[src/rtl/snn_lif_layer.sv]
// Layer of N_OUT leaky integrate-and-fire neurons, fully connected to N_IN spike lines.
// Latency: spike_o/spike_valid 1 cycle after step; pot_o is a 1-cycle registered read.
// No backpressure: a step is accepted every cycle it is asserted, weight writes always land.
module snn_lif_layer #(
  parameter int N_IN       = 8,
  parameter int N_OUT      = 2,
  parameter int W_POT      = 8,
  parameter int W_WGT      = 4,
  parameter int THRESH     = 64,
  parameter int LEAK_SHIFT = 3,
  parameter int REFRAC     = 2,
  localparam int N_W       = N_IN * N_OUT,
  localparam int AW        = (N_W > 1) ? $clog2(N_W) : 1,
  localparam int SW        = (N_OUT > 1) ? $clog2(N_OUT) : 1
) (
  input  logic               clk,
  input  logic               rst_n,
  input  logic               step,
  input  logic [N_IN-1:0]    in_spikes,
  input  logic               wr_en,
  input  logic [AW-1:0]      wr_addr,
  input  logic [W_WGT-1:0]   wr_data,
  input  logic [SW-1:0]      rd_sel,
  output logic [N_OUT-1:0]   spike_o,
  output logic               spike_valid,
  output logic [W_POT-1:0]   pot_o
);

  // Synaptic sum width, then extra guard bits so V - leak + sum never wraps.
  localparam int WS = W_WGT + $clog2(N_IN) + 1;
  localparam int WN = W_POT + WS + 2;
  localparam int RW = (REFRAC > 0) ? $clog2(REFRAC + 1) : 1;

  localparam logic signed [WN-1:0] VMAX    = signed'({{(WN-W_POT){1'b0}}, {W_POT{1'b1}}});
  localparam logic [AW:0]          N_W_C   = (AW+1)'(N_W);
  localparam logic [SW:0]          N_OUT_C = (SW+1)'(N_OUT);

  logic signed [W_WGT-1:0] wgt     [N_W];
  logic [W_POT-1:0]        pot     [N_OUT];
  logic [RW-1:0]           refrac  [N_OUT];
  logic signed [WN-1:0]    acc     [N_OUT];
  logic [W_POT-1:0]        nxt_pot [N_OUT];
  logic [N_OUT-1:0]        fire;

  // Candidate next potential per neuron: leak, integrate active synapses, saturate, threshold.
  always_comb begin
    for (int n = 0; n < N_OUT; n++) begin
      acc[n] = signed'({{(WN-W_POT){1'b0}}, pot[n]});
      if (LEAK_SHIFT > 0) begin
        acc[n] = acc[n] - signed'({{(WN-W_POT){1'b0}}, pot[n] >> LEAK_SHIFT});
      end
      for (int i = 0; i < N_IN; i++) begin
        if (in_spikes[i]) begin
          acc[n] = acc[n] + WN'(wgt[n*N_IN+i]);
        end
      end
      if (acc[n][WN-1]) begin
        nxt_pot[n] = '0;
      end else if (acc[n] > VMAX) begin
        nxt_pot[n] = '1;
      end else begin
        nxt_pot[n] = acc[n][W_POT-1:0];
      end
      fire[n] = (nxt_pot[n] >= W_POT'(THRESH));
    end
  end

  // Weight memory; a write coinciding with a step only affects later steps.
  always_ff @(posedge clk or negedge rst_n) begin
    if (!rst_n) begin
      for (int k = 0; k < N_W; k++) begin
        wgt[k] <= '0;
      end
    end else if (wr_en && ({1'b0, wr_addr} < N_W_C)) begin
      wgt[wr_addr] <= signed'(wr_data);
    end
  end

  // Neuron state and spike outputs advance together on each step pulse.
  always_ff @(posedge clk or negedge rst_n) begin
    if (!rst_n) begin
      for (int n = 0; n < N_OUT; n++) begin
        pot[n]    <= '0;
        refrac[n] <= '0;
      end
      spike_o     <= '0;
      spike_valid <= 1'b0;
    end else begin
      spike_valid <= step;
      if (step) begin
        for (int n = 0; n < N_OUT; n++) begin
          if (refrac[n] != '0) begin
            refrac[n]  <= refrac[n] - RW'(1);
            spike_o[n] <= 1'b0;
          end else if (fire[n]) begin
            pot[n]     <= '0;
            refrac[n]  <= RW'(REFRAC);
            spike_o[n] <= 1'b1;
          end else begin
            pot[n]     <= nxt_pot[n];
            spike_o[n] <= 1'b0;
          end
        end
      end
    end
  end

  // Registered potential readback; out-of-range selects read as zero.
  always_ff @(posedge clk or negedge rst_n) begin
    if (!rst_n) begin
      pot_o <= '0;
    end else if ({1'b0, rd_sel} < N_OUT_C) begin
      pot_o <= pot[rd_sel];
    end else begin
      pot_o <= '0;
    end
  end

endmodule

[config.mk]
export PLATFORM = sky130hd
export DESIGN_NAME = snn_lif_layer
export DESIGN_NICKNAME = d
export VERILOG_FILES = /design/src/rtl/snn_lif_layer.sv
export SDC_FILE = /design/constraint.sdc
export NUM_CORES = 1
export LEC_CHECK = 0
export ABC_AREA = 1
export CAP_MARGIN = 20
export CORE_AREA = 2 2 212 214
export DETAILED_ROUTE_END_ITERATION = 10
export DIE_AREA = 0 0 214 216
export MAX_ROUTING_LAYER = met4
export PLACE_DENSITY_LB_ADDON = 0.1
export SETUP_SLACK_MARGIN = 0.02
export SYNTH_ARGS = -nofsm -noshare
export SYNTH_HDL_FRONTEND = slang
export SYNTH_SLANG_ARGS = --single-unit
[constraint.sdc]
create_clock -name clk -period 11.44 [get_ports clk]
set_input_delay 2.86 -clock clk [delete_from_list [all_inputs] [get_ports clk]]
set_output_delay 2.86 -clock clk [all_outputs]
set_load 0.02 [all_outputs]
==> flow_summary.yaml <==
timing:
  fin_ws_ns: -0.267
  clock.fmax_ghz: 0.0854
  finalCriticalPeriod_ns: 11.71
  setup_tns_ns: -3.33
  hold_violations: 0
  fin_worst_skew_ns: 0.00881
  finalSetupViolations: 18
  slew_viol_final: 0
  tightest_slew_ns: 1.17
  grt_setup_unrepaired: "true"
  relSlewSlack: 0.221
  min_period_over_period: 1.02
cts:
  root_buffer: "clkbuf_16"
  htree_levels: 3
  clockBufferDepth: 2
  numCtsBuffers: 9
  path_clk_slew_ns: 0.08
  clk_latency_ns: 0.37
  cts.sink_count: 95
  cts_tree: "done"
critical_path:
  cpMostUsedCell: "nand2_1"
  end_kind: "register"
  worstSetupPathType: "in2reg"
  r2r_setup_slack_ns: 0.26
  r2r_end: "pot[1]"
  max_stage_delay_ns: 0.30
  worstRegToRegCells: 75
  critPathMaxFanout: 7
  r2r-start: "pot[2]"
  worstPathArrival_ns: 12.01
  crit_slowest_cell: "ha_4"
  worst_setup_path_start_kind: "primary input"
  crit_required_ns: 11.74
cells_and_area:
  final_common_cell: "buf_4"
  area_growth_pct: 60.9
  layout-drive-gt1-share: 0.393
  final_cell_mix: "buf_4, nand2_1, inv_1"
  diodes: 0
  nets: 4479
routing:
  vias_per_cell: 5.27
  drc_errors: 0
  wl_per_cell_um: 15.7
  met1_length_mm: 32.2
  drt-pass1-iter-count: 7
  ant_nets: 0
  wl_met2_mm: 37.8
  vias: 25200
  highest_layer: "met4"
  totalWireLength_mm: 75.0
  met3_length_mm: 2.60
  detail_route.iter0.violations: 1469
die:
  start_util: 0.445
  die_w_um: 214
  row_count: 77
  dieArea_um2: 46200
  core_area_um2: 43800
  io_pins: 32
  die_h_um: 216
yosys:
  seq_area_frac_synth: 0.122
  synth_cells: 3183
  synth_area_um2: 19500
  async_flop_share: 1.00
  synth-edff-count: 0
  ys_warn_count: 0
  yosys.cell_types.count: 60
  syn_nets: 3480
  ys.flop_type: "dfrtp_1"
  synth_seq_cells: 95
  syn_area_per_cell_um2: 6.13
job:
  maxCapViolCount: 0
global_routing:
  grt_overflow: 0
  grt_pass1_vias: 25600
  grt_usage: 0.323
  grt_max_degree: 61
  grt_pass1_wl_mm: 121
  antenna_found_initial: 0
hold_path:
  hold_depth: 2
  hp-class: "reg2reg"
  min_to: "refrac[0]"
  min_from: "refrac[0]"
placed_design:
  io_buffers: 31
  hpwlAfterDp_mm: 56.0
  globalplace.congestion: 0.959
run_status:
  violations: "setup timing"
  outcome: "finished with violations"
-- worst max path at each step --
stage / slack (ns) / startpoint / endpoint / cells past startpoint
global route: -0.89 / in_spikes[0] / refrac[1] / 74
floorplan: 0.03 / in_spikes[0] / refrac[3] / 66
CTS: -0.11 / in_spikes[0] / refrac[1] / 68
detailed placement: -2.03 / in_spikes[0] / refrac[1] / 71
global placement: -1.81 / in_spikes[0] / pot[0] / 68
finish: -0.27 / in_spikes[0] / pot[1] / 68
-- area by class of cell --
class | count | area, µm²
timing repair buffer | 1043 | 8000
clock buffer | 9 | 225
tap | 592 | 741
fill | 3622 | 12500
inverter | 423 | 1590
multi-input combinational | 2610 | 18400
sequential | 95 | 2380
clock inverter | 7 | 81.3
-- critical path: cells and delay by family --
| family | cells | cell delay [ns] |
|---|---|---|
| compound gates | 10 | 1.64 |
| fa+ha+maj | 7 | 1.86 |
| simple gates | 32 | 3.32 |
| buf+inv | 12 | 1.15 |
| xor+xnor | 7 | 1.10 |
-- logic make-up (layout without fill, tap and decap cells) --
kind of cell               count (synthesis)  count (layout)  share of synthesized area
muxes                                      1               1                   0.000513
AOI/OAI and AO/OA                        620             620                      0.177
and+or+nand+nor                         1570            1570                      0.353
DFF                                       95              95                      0.122
xor gates and xnor gates                 143             143                     0.0642
buffers and inverters                    478            1482                     0.0990
adders and majority gates                276             276                      0.184
-- synthesized netlist by cell type (4+ instances only) --
cell      instances  area, µm²
fa_1             18        360
o21ai_0         153        766
o21bai_1         20        150
inv_1           405       1520
dfrtp_1          95       2380
o21ai_2          19        166
o21a_1            9       67.6
nand3_2          16        160
buf_6             6       67.6
xnor2_1          46        403
a21oi_1         262       1310
clkbuf_1         19       71.3
xor2_1           97        850
ha_1            258       3230
o31ai_1          11       82.6
nand2_4           8       90.1
nand2_1         853       3200
buf_1             5       18.8
buf_4             9       67.6
and2_1           21        131
nor3_1           32        160
nand2_2          19        119
a21boi_1          4       30.0
or2_1             6       37.5
a31oi_1          24        150
nand3b_1         17        128
buf_2            11       55.1
nand3_1         312       1560
o21ai_1          72        360
o211ai_1          4       30.0
inv_2            17       63.8
a21o_1           20        150
nor2_1          209        785
clkbuf_8          4       55.1
or2_2            22        138
nand4_1          44        275
-- per-stage QoR --
| step | std cells | setup slack, ns | instance area (µm²) | util | hold slack [ns] |
|---|---|---|---|---|---|
| floorplan | 3183 | 0.0253 | 19700 | - | 0.441 |
| global placement | 4581 | -1.81 | 26700 | 0.609 | 0.453 |
| detailed placement | 4581 | -2.03 | 26700 | 0.609 | 0.478 |
| CTS | 4744 | -0.107 | 30200 | 0.689 | 0.497 |
| global route | 4779 | -0.886 | 31400 | 0.716 | 0.517 |
| finish | 4779 | -0.267 | 31400 | 0.716 | 0.495 |
-- registers in the layout, indices dropped and copies added (netlist names) --
register / count
spike_valid: 1
pot_o: 8
spike_o: 2
wgt: 64
pot: 16
refrac: 4
-- layer usage --
metal / vias to the layer above / global-route usage
li1: 12600 / -
met1: 11900 / 0.373
met2: 539 / 0.589
met3: 161 / 0.0265
met4: 0 / 0.104
met5: - / -
-- what timing repair did --
item                       in CTS  in global routing
hold endpoints to repair        0                  0
resized for setup             409                188
buffers inserted              147                 34
pin swaps                     228                172
setup endpoints to repair      18                 18
hold buffers                    0                  0
Power is left out: the tool's default activity adds up to more than one toggle a clock period on the data nets, which glitch-free logic cannot reach.
